$ cat src/rtl/aes_pkg.sv
// rtl/aes_pkg.sv - shared AES helpers: S-box table, xtime, key-schedule FSM states and sizes
package aes_pkg;

    typedef enum logic [1:0] {IDLE, EXPAND, DONE} state_t;

    localparam logic [0:255][7:0] SBOX = {
        128'h637c777bf26b6fc53001672bfed7ab76,
        128'hca82c97dfa5947f0add4a2af9ca472c0,
        128'hb7fd9326363ff7cc34a5e5f171d83115,
        128'h04c723c31896059a071280e2eb27b275,
        128'h09832c1a1b6e5aa0523bd6b329e32f84,
        128'h53d100ed20fcb15b6acbbe394a4c58cf,
        128'hd0efaafb434d338545f9027f503c9fa8,
        128'h51a3408f929d38f5bcb6da2110fff3d2,
        128'hcd0c13ec5f974417c4a77e3d645d1973,
        128'h60814fdc222a908846eeb814de5e0bdb,
        128'he0323a0a4906245cc2d3ac629195e479,
        128'he7c8376d8dd54ea96c56f4ea657aae08,
        128'hba78252e1ca6b4c6e8dd741f4bbd8b8a,
        128'h703eb5664803f60e613557b986c11d9e,
        128'he1f8981169d98e949b1e87e9ce5528df,
        128'h8ca1890dbfe6426841992d0fb054bb16
    };

    function automatic logic [7:0] sbox(input logic [7:0] b);
        return SBOX[b];
    endfunction

    function automatic logic [7:0] xtime(input logic [7:0] b);
        return {b[6:0], 1'b0} ^ (b[7] ? 8'h1b : 8'h00);
    endfunction

    function automatic int nw(input int nr);
        return 4 * (nr + 1);
    endfunction

    function automatic int nx(input int nk, input int nr);
        return nw(nr) - nk;
    endfunction

endpackage

$ cat src/rtl/key_expansion_seq_if.sv
// rtl/key_expansion_seq_if.sv - request/schedule bundle between key source, key schedule and cipher
interface key_expansion_seq_if #(
    parameter int Nk = 4,
    parameter int Nr = 10
);
    logic                    start;
    logic [32*Nk-1:0]        key;
    logic [128*(Nr+1)-1:0]   word;
    logic                    busy;
    logic                    done;

    modport master (output start, key, input word, busy, done);
    modport slave  (input start, key, output word, busy, done);
endinterface

$ cat src/rtl/sub_word.sv
// rtl/sub_word.sv - SubWord: S-box applied to each byte of a 32-bit word
module sub_word
    import aes_pkg::*;
(
    input  logic [31:0] i_word,
    output logic [31:0] o_word
);
    assign o_word = {sbox(i_word[31:24]), sbox(i_word[23:16]),
                     sbox(i_word[15:8]),  sbox(i_word[7:0])};
endmodule

$ cat src/rtl/key_expansion_seq.sv
// rtl/key_expansion_seq.sv - iterative AES key expansion, one schedule word per clock
module key_expansion_seq
    import aes_pkg::*;
#(
    parameter int Nk = 4,
    parameter int Nr = 10,
    parameter int N  = 128
) (
    input  logic               clk,
    input  logic               reset,
    key_expansion_seq_if.slave bus
);
    localparam int NW = nw(Nr);
    localparam int WW = 128 * (Nr + 1);
    localparam int CW = $clog2(NW + 1);
    localparam int MW = $clog2(Nk) + 1;

    state_t         r_state, w_next;
    logic           w_load, w_step, w_last;
    logic [CW-1:0]  r_cnt;
    logic [MW-1:0]  r_mod;
    logic [7:0]     r_rcon;
    logic [31:0]    r_win [Nk];
    logic [31:0]    r_w   [NW];
    logic           r_busy, r_done;
    logic [N-1:0]   w_key;
    logic [31:0]    w_prev, w_sub_in, w_sub, w_temp, w_new;
    logic           w_rot_path, w_sub_path;

    assign w_key  = bus.key;
    assign w_last = (r_cnt == CW'(NW - 1));

    always_ff @(posedge clk or posedge reset) begin
        if (reset) r_state <= IDLE;
        else       r_state <= w_next;
    end

    always_comb begin
        w_next = r_state;
        w_load = 1'b0;
        w_step = 1'b0;
        case (r_state)
            IDLE, DONE: begin
                if (bus.start) begin
                    w_load = 1'b1;
                    w_next = EXPAND;
                end
            end
            EXPAND: begin
                w_step = 1'b1;
                if (w_last) w_next = DONE;
            end
            default: w_next = IDLE;
        endcase
    end

    // r_win[Nk-1] is w[i-1], r_win[0] is w[i-Nk]; r_mod tracks i mod Nk
    assign w_prev     = r_win[Nk-1];
    assign w_rot_path = (r_mod == '0);
    assign w_sub_path = (Nk > 6) && (r_mod == MW'(4));
    assign w_sub_in   = w_rot_path ? {w_prev[23:0], w_prev[31:24]} : w_prev;

    sub_word u_sub_word (
        .i_word (w_sub_in),
        .o_word (w_sub)
    );

    always_comb begin
        w_temp = w_prev;
        if (w_rot_path)      w_temp = w_sub ^ {r_rcon, 24'h0};
        else if (w_sub_path) w_temp = w_sub;
    end

    assign w_new = r_win[0] ^ w_temp;

    always_ff @(posedge clk or posedge reset) begin
        if (reset) begin
            r_cnt  <= '0;
            r_mod  <= '0;
            r_rcon <= 8'h01;
            r_busy <= 1'b0;
            r_done <= 1'b0;
            for (int j = 0; j < Nk; j++) r_win[j] <= '0;
            for (int j = 0; j < NW; j++) r_w[j]   <= '0;
        end else begin
            if (w_load) begin
                for (int j = 0; j < Nk; j++) begin
                    r_win[j] <= w_key[N-1-32*j -: 32];
                    r_w[j]   <= w_key[N-1-32*j -: 32];
                end
                r_cnt  <= CW'(Nk);
                r_mod  <= '0;
                r_rcon <= 8'h01;
            end else if (w_step) begin
                for (int j = 0; j < NW; j++) begin
                    if (r_cnt == CW'(j)) r_w[j] <= w_new;
                end
                for (int j = 0; j < Nk - 1; j++) r_win[j] <= r_win[j+1];
                r_win[Nk-1] <= w_new;
                r_cnt <= r_cnt + CW'(1);
                r_mod <= (r_mod == MW'(Nk - 1)) ? '0 : r_mod + MW'(1);
                if (w_rot_path) r_rcon <= xtime(r_rcon);
            end
            r_busy <= (w_next == EXPAND);
            r_done <= (w_next == DONE);
        end
    end

    for (genvar j = 0; j < NW; j++) begin : g_word
        assign bus.word[WW-1-32*j -: 32] = r_w[j];
    end

    assign bus.busy = r_busy;
    assign bus.done = r_done;

endmodule

$ cat src/flat_wrapper.sv
// flat-port wrapper written by rule: the top's interface ports become plain ports
module key_expansion_seq_flat import aes_pkg::*;
#(
    parameter int Nk = 4,
    parameter int Nr = 10,
    parameter int N  = 128
)
  (clk, reset, bus_start, bus_key, bus_word, bus_busy, bus_done);
  key_expansion_seq_if #(.Nk(Nk), .Nr(Nr)) bus_i ();
  input  logic clk;
  input  logic reset;
  input wire logic [$bits(bus_i.start)-1:0] bus_start;
  input wire logic [$bits(bus_i.key)-1:0] bus_key;
  output wire logic [$bits(bus_i.word)-1:0] bus_word;
  output wire logic [$bits(bus_i.busy)-1:0] bus_busy;
  output wire logic [$bits(bus_i.done)-1:0] bus_done;
  assign bus_i.start = bus_start;
  assign bus_i.key = bus_key;
  assign bus_word = bus_i.word;
  assign bus_busy = bus_i.busy;
  assign bus_done = bus_i.done;
  key_expansion_seq #(.Nk(Nk), .Nr(Nr), .N(N)) u_core (.clk(clk), .reset(reset), .bus(bus_i));
endmodule
$ cat config.mk
export PLATFORM = sky130hd
export DESIGN_NAME = key_expansion_seq_flat
export DESIGN_NICKNAME = d
export VERILOG_FILES = /design/src/rtl/aes_pkg.sv /design/src/rtl/key_expansion_seq_if.sv /design/src/rtl/sub_word.sv /design/src/rtl/key_expansion_seq.sv /design/src/flat_wrapper.sv
export SDC_FILE = /design/constraint.sdc
export NUM_CORES = 2
export LEC_CHECK = 0
export ABC_CLOCK_PERIOD_IN_PS = 64300
export BUFFER_PORTS_ARGS = -buffer_cell sky130_fd_sc_hd__buf_2
export CAP_MARGIN = 20
export CORE_AREA = 2 2 592 594
export CTS_BUF_LIST = sky130_fd_sc_hd__clkbuf_8
export CTS_CLUSTER_SIZE = 12
export DETAILED_ROUTE_END_ITERATION = 16
export DIE_AREA = 0 0 594 596
export PLACE_DENSITY_LB_ADDON = 0.3
export SYNTH_ARGS = -nofsm -noshare
export SYNTH_HDL_FRONTEND = slang
export SYNTH_SLANG_ARGS = --single-unit
$ cat constraint.sdc
create_clock -name clk -period 64.3 [get_ports clk]
set_clock_uncertainty 0.2 [all_clocks]
set_input_delay 3.215 -clock clk [delete_from_list [all_inputs] [get_ports clk]]
set_output_delay 3.215 -clock clk [all_outputs]
set_load 0.02 [all_outputs]
Yosys cells after proc, flatten, opt, wreduce, memory -nomap -nowiden
Memory sizes are Yosys's and may differ from the RTL's.
Index checks and enable logic that the tools add are counted.

word-level totals
  RAM bits = 0
  memories kept = 4
  flip-flop bits (word level) = 1,557
  output and inout bits = 1,410
  logic and storage cells = 248
  latch bits = 0
  ROM bits = 8,192
  input port bits = 131

cells by class
  multiplexer cells = 73
  $add $sub $neg = 2
  div/mod/pow operators = 0
  order comparisons = 4
  bitwise operators = 8
  multiply operators = 0
  eq/ne operators = 48
  reductions and logical operators = 55
  shift-type cells = 0

memory list
  memory            words  width  read ports  clocked after memory_dff  write ports  RTL line       RTL
  (name not given)  256    8      1           0                         0            aes_pkg.sv:26  return SBOX[b];
  (name not given)  256    8      1           0                         0            aes_pkg.sv:26
  (name not given)  256    8      1           0                         0            aes_pkg.sv:26
  (name not given)  256    8      1           0                         0            aes_pkg.sv:26

operators by type and width
  operator               number
  $mux W32               46
  $mux W1408             1
  $mux W128              3
  $reduce_and A3 Y1      40
  $eq A6 B5 Y1 const B   16
  $mux W8                11
  $eq A6 B6 Y1 const B   12
  $xor A32 B32 Y32       2
  $eq A6 B4 Y1 const B   8
  $ge A9 B9 Y1 const B   4
  $not A8 Y9             4
  $eq A6 B3 Y1 const B   4
  $eq A6 B2 Y1 const B   2
  $mux W6                2
  $reduce_bool A2 Y1     6
  $reduce_and A2 Y1      5
  $mux W3                3
  $xor A8 B8 Y8          1
  $add A6 B1 Y6 const B  1
  $eq A6 B1 Y1 const B   1
  $logic_not A6 Y1       1
  $mux W5                1
  $eq A2 B1 Y1 const B   2
  $eq A2 B2 Y1 const B   2
  9 further kinds        12

Longest topological paths before layout
  depth after elaboration = 12
  mapped depth = 22
  gate-level depth less buffers = 16

Modules after synthesis
Synthesis repeated with hierarchy kept, for this count alone.

second synthesis, totals
  cell total of the unflattened synthesis = 7,328
  area, all modules = 73,256.5 um^2

modules (own cells, without submodules)
  module             instances  sequential area each (um^2)  area each (um^2)  cells each
  key_expansion_seq  1          38,963.6                     59,772.3          5,102
  sub_word           1          0.0                          13,484.2          2,226

Worst setup path before layout
No wires, ideal clock.

  path type = reg-to-reg
  start point = reg u_core.r_mod[0]
  end point = reg u_core.r_w (netlist bit u_core.bus.word[1082])
  path buffers = 6
  arrival = 4,462 ps
  setup time = 134 ps
  stages on the path, launching flop included = 22
  period minus slack after synthesis = 4,796 ps
  data required time = 63,966 ps
  setup slack = 59,504 ps
  cells stage by stage = dfrtp_1 inv_1 ha_1 nand2b_1 buf_6 buf_6 buf_6 buf_6 mux2i_1 inv_1 ha_1 buf_2 a211oi_1 nor3_1 nand2b_1 a211oi_1 a311oi_1 or3_1 a31oi_1 xnor2_1 clkbuf_1 o21ai_0

between the ends
  longest elaborated chain between the ends = 9

RTL lines
  element                                     RTL line                  RTL
  start: declaration                          key_expansion_seq.sv:21   logic [MW-1:0] r_mod;
  start signal: assignment                    key_expansion_seq.sv:101  r_mod <= (r_mod == MW'(Nk - 1)) ? '0 : r_mod + MW'(1);
  $logic_not A3 Y1 *                          key_expansion_seq.sv:59   assign w_rot_path = (r_mod == '0);
  $mux W32                                    key_expansion_seq.sv:61   assign w_sub_in = w_rot_path ? {w_prev[23:0], w_prev[31:24]} : w_prev;
  $not A8 Y9 (not written as such)            aes_pkg.sv:26
  $mem_v2 Z256 W8                             -
  $mux W8 (not written as such) (2 in a row)  aes_pkg.sv:26
  $xor A32 B32 Y32                            key_expansion_seq.sv:70   if (w_rot_path) w_temp = w_sub ^ {r_rcon, 24'h0};
  $mux W32 *                                  key_expansion_seq.sv:70
  $xor A32 B32 Y32 *                          key_expansion_seq.sv:74   assign w_new = r_win[0] ^ w_temp;
  end signal: indexed assignment              key_expansion_seq.sv:89   r_w[j] <= w_key[N-1-32*j -: 32];
  end signal: indexed assignment              key_expansion_seq.sv:96   if (r_cnt == CW'(j)) r_w[j] <= w_new;
  end: declaration                            key_expansion_seq.sv:24   logic [31:0] r_w [NW];

Every way passes the cells marked *; elsewhere a longest branch is shown, timed or not. The select of a mux whose other input is x is not followed.
A chain may end at the register's enable or synchronous reset.

Final worst setup path
  start point = reg u_core.r_mod[0]
  end point = reg u_core.r_w (netlist bit u_core.bus.word[369])

Same word-level chain as after synthesis.

==> metrics.md <==
| Metric | Value |
|---|---|
| Run status | complete, no violations |
| Vias in the first global route | 68600 |
| WP data arrival | 8.24 ns |
| Placed Cells | 13700 |
| CTS tree | yes |
| Initial Utilization | 21.3% |
| Fin crit period | 7.63 ns |
| Reported max-cap violation count | 0 |
| Slew Limit Headroom | 20.0% |
| Area of the die | 354000 um2 |
| Post-place setup slack | 55.66 ns |
| Vias | 71400 |
| Clock latency on the worst-skew pair | 1.07 ns |
| I/O pin count | 1541 |
| Final hold vios | 0 |
| Cts bufs inserted | 293 |
| Async SR Flop Fraction | 100% |
| Synth top area cells | dfrtp_1 53%, o21ai_0 9.1%, nand2_1 8.7% |
| Initial antenna violation count | 79 |
| Largest area contributor in the netlist | dfrtp_1 |
| Clock tree buffer depth | 4 |
| Hold_buf cts | 0 |
| First-pass GRT wire length | 602000 um |
| Cells after Synth | 8067 |
| HPWL Detailed | 311000 um |
| First DRT Iteration DRCs | 7938 |
| FP Rows | 217 |
| Library cells used by synthesis | 103 |
| Antenna-violating nets left | 0 |
| Final period utilization | 11.9% |
| Placeable Area | 348000 um2 |
| Worst-Margin Slew | 1.17 ns |
| Mapped Nets | 8254 |
| Hold crit path type | register to register |
| Clock root buffer | clkbuf_8 |
| Fillers | 37700 |
| Syn Area/Cell | 9.17 um2 |
| Post-synth EDFFs | 0 |
| Layout cell share with drive strength beyond 1 | 27.1% |
| GRT Util Overall | 24.0% |
| Height of the die | 596 um |
| Port Buffers | 1540 |
| Fmax | 0.131 GHz |
| Final Slew Violations | 0 |
| Die Width | 594 um |
| Post-Route Setup TNS | 0 ns |
| DR WL/cell | 31.0 um |
| Post-CTS Resized | 0 |
| Nets | 9582 |
| RSZ-0062 raised after global routing | false |
| H-tree depth | 5 |
| CP endpoint kind | register |
| Final setup fails | 0 |
| Synthesis Warnings | 0 |
| CTS clk-pin slew, worst paths | 0.06 ns |
| Most common flop cell mapped by yosys | dfrtp_1 |
| Largest net degree at the start of global routing | 161 |
| Sequential cell area | 39000 um2 |
| #FFs+latches synth | 1557 |
| Area Growth Syn to Fin | 26.4% |
| Final worst slack | 56.67 ns |
| WP data required | 64.91 ns |
| Setup Crit Path Kind | register to register |
| CP Launch Type | register |
| Residual DRC | 0 |
| Number of post-CTS setup repair buffers | 0 |
| Sequential share of the synthesized area | 52.7% |
| Critical path fanouts, max | 108 |
| DRT Wirelength | 442000 um |
| Routability cong. | 0.997 |
| Post-Layout Cell Count | 14200 |
| Total grt overflow | 0 |
| Area of the mapped netlist | 73900 um2 |
| Final Core Density | 26.9% |
| Yosys top cell area share | 52.7% |
| Vias per cell | 5.02 |
| Clk sinks | 1557 |
| Multi-input gate area | 32100 um2 |
| Pre-antenna DRT Iters | 8 |
==> critical path, cell delays in order, from the launching register on <==
cell	delay, ns
dfrtp_1	0.40
inv_1	0.06
ha_1	0.18
buf_4	0.22
nand2b_4	0.32
buf_12	0.54
mux2_2	0.66
inv_2	0.39
ha_1	0.56
a211oi_1	0.73
a21oi_1	0.14
a211o_1	0.33
o311ai_0	0.08
o21ai_0	0.14
a21oi_1	0.50
a21oi_1	0.24
xnor2_2	0.26
buf_4	0.38
buf_4	0.55
o21ai_0	0.21
==> worst paths after layout <==
kind | start | to | slack (ns) | depth (start not counted)
hold / removal | u_core.bus.word[269]$_DFFE_PP0P_ | u_core.bus.word[269]$_DFFE_PP0P_ | 0.27 | 2
setup reg to reg | u_core.r_mod[0]$_DFFE_PP0P_ | u_core.bus.word[369]$_DFFE_PP0P_ | 56.67 | 19
max in group asynchronous | reset | u_core.bus.word[833]$_DFFE_PP0P_ | 56.90 | 8
hold reg to reg | u_core.bus.word[269]$_DFFE_PP0P_ | u_core.bus.word[269]$_DFFE_PP0P_ | 0.27 | 2
setup / recovery | u_core.r_mod[0]$_DFFE_PP0P_ | u_core.bus.word[369]$_DFFE_PP0P_ | 56.67 | 19
min in group asynchronous | reset | u_core.bus.word[1289]$_DFFE_PP0P_ | 2.09 | 2
==> cell type report <==
class                           count  share of cell area [%]
Tap cell                         4599                    6.16
Inverter                           64                   0.265
Clock inverter                    140                    1.21
Timing Repair Buffer             1845                    10.8
Multi-Input combinational cell   5634                    34.4
Antenna cell                       25                  0.0669
Sequential cell                  1557                    41.7
Clock buffer                      373                    5.49
==> per-stage QoR <==
step	hold WS [ns]	area (um2)
after global placement	0.250	87100
after global routing	0.290	93400
final	0.269	93500
after CTS	0.272	93400
after floorplan	0.238	73900
after detailed placement	0.259	87100
==> layer usage <==
layer  part of all wire (%)  routed length, um  up-vias  global-route usage [%]
met5                  0.059                262        -                       0
met4                    6.5              28800       34                    13.6
met3                    9.5              41900      925                    7.39
met2                     44             195000     3945                    37.1
met1                     40             175000    35300                    29.7
li1                       -                  -    31200                       -
==> cells in the final DEF, fill, tap and decap left out, types with 22 or more instances in the layout <==
cell type / count
nand2_1: 1703
dfrtp_1: 1556
buf_2: 1540
o21ai_0: 1347
nor2_1: 384
clkbuf_8: 373
a21oi_1: 309
buf_4: 296
a211oi_1: 145
inv_1: 134
mux2_2: 130
a31oi_1: 122
o211ai_1: 116
nor3_1: 101
nand3_1: 100
mux2i_1: 88
a22oi_1: 86
o21ai_1: 73
a311oi_1: 60
ha_1: 52
o22ai_1: 51
a221oi_1: 50
o221ai_1: 34
nand2b_1: 32
a211o_1: 28
nand3_2: 28
and3_1: 26
diode_2: 25
o31ai_1: 25
a221o_1: 24
o311ai_0: 23
o22a_1: 22
==> registers in the layout, summed over array words and instances, names as in the netlist <==
name / flops
u_core.r_rcon: 8
u_core.bus.word: 1408
u_core.bus.busy: 1
u_core.bus.done: 1
u_core.r_state: 2
u_core.r_mod: 3
u_core.w_prev: 32
u_core.r_win: 96
u_core.r_cnt: 6
==> cell families after synthesis <==
family          after synthesis  share of synthesized area, %
flops                      1557                          52.7
fa+ha+maj                    56                         0.948
compound gates             2744                          22.7
buf+inv                     876                          5.20
xor+xnor                     45                         0.563
simple gates               2546                          14.2
mux                         243                          3.72
==> cell usage after synthesis, types with 14 or more instances <==
cell type  number
o211ai_1      116
xnor2_1        29
inv_1          57
nor2b_1        18
nor2_1        400
o31ai_1        26
nand2_1      1713
buf_1          23
a311oi_1       60
nand3_1       137
o22ai_1        51
nand2b_1       35
mux2i_1        95
clkbuf_1      571
a221o_1        24
o221ai_1       34
o21ai_1        75
a221oi_1       50
o311a_1        14
a211o_1        28
buf_6          29
a211oi_1      145
mux2_2        129
o22a_1         22
buf_4          41
ha_1           56
o2111ai_1      21
o21ai_0      1348
and2_1         14
nor3_1        102
nand3b_1       14
a21o_1         20
a31oi_1       122
a21oi_1       310
and3_1         26
dfrtp_1      1556
buf_2         144
a22oi_1        86
o311ai_0       23
a311o_1        15
Power is not shown: default switching activity piles up to over one toggle a cycle in this logic, so the estimate is an artifact.
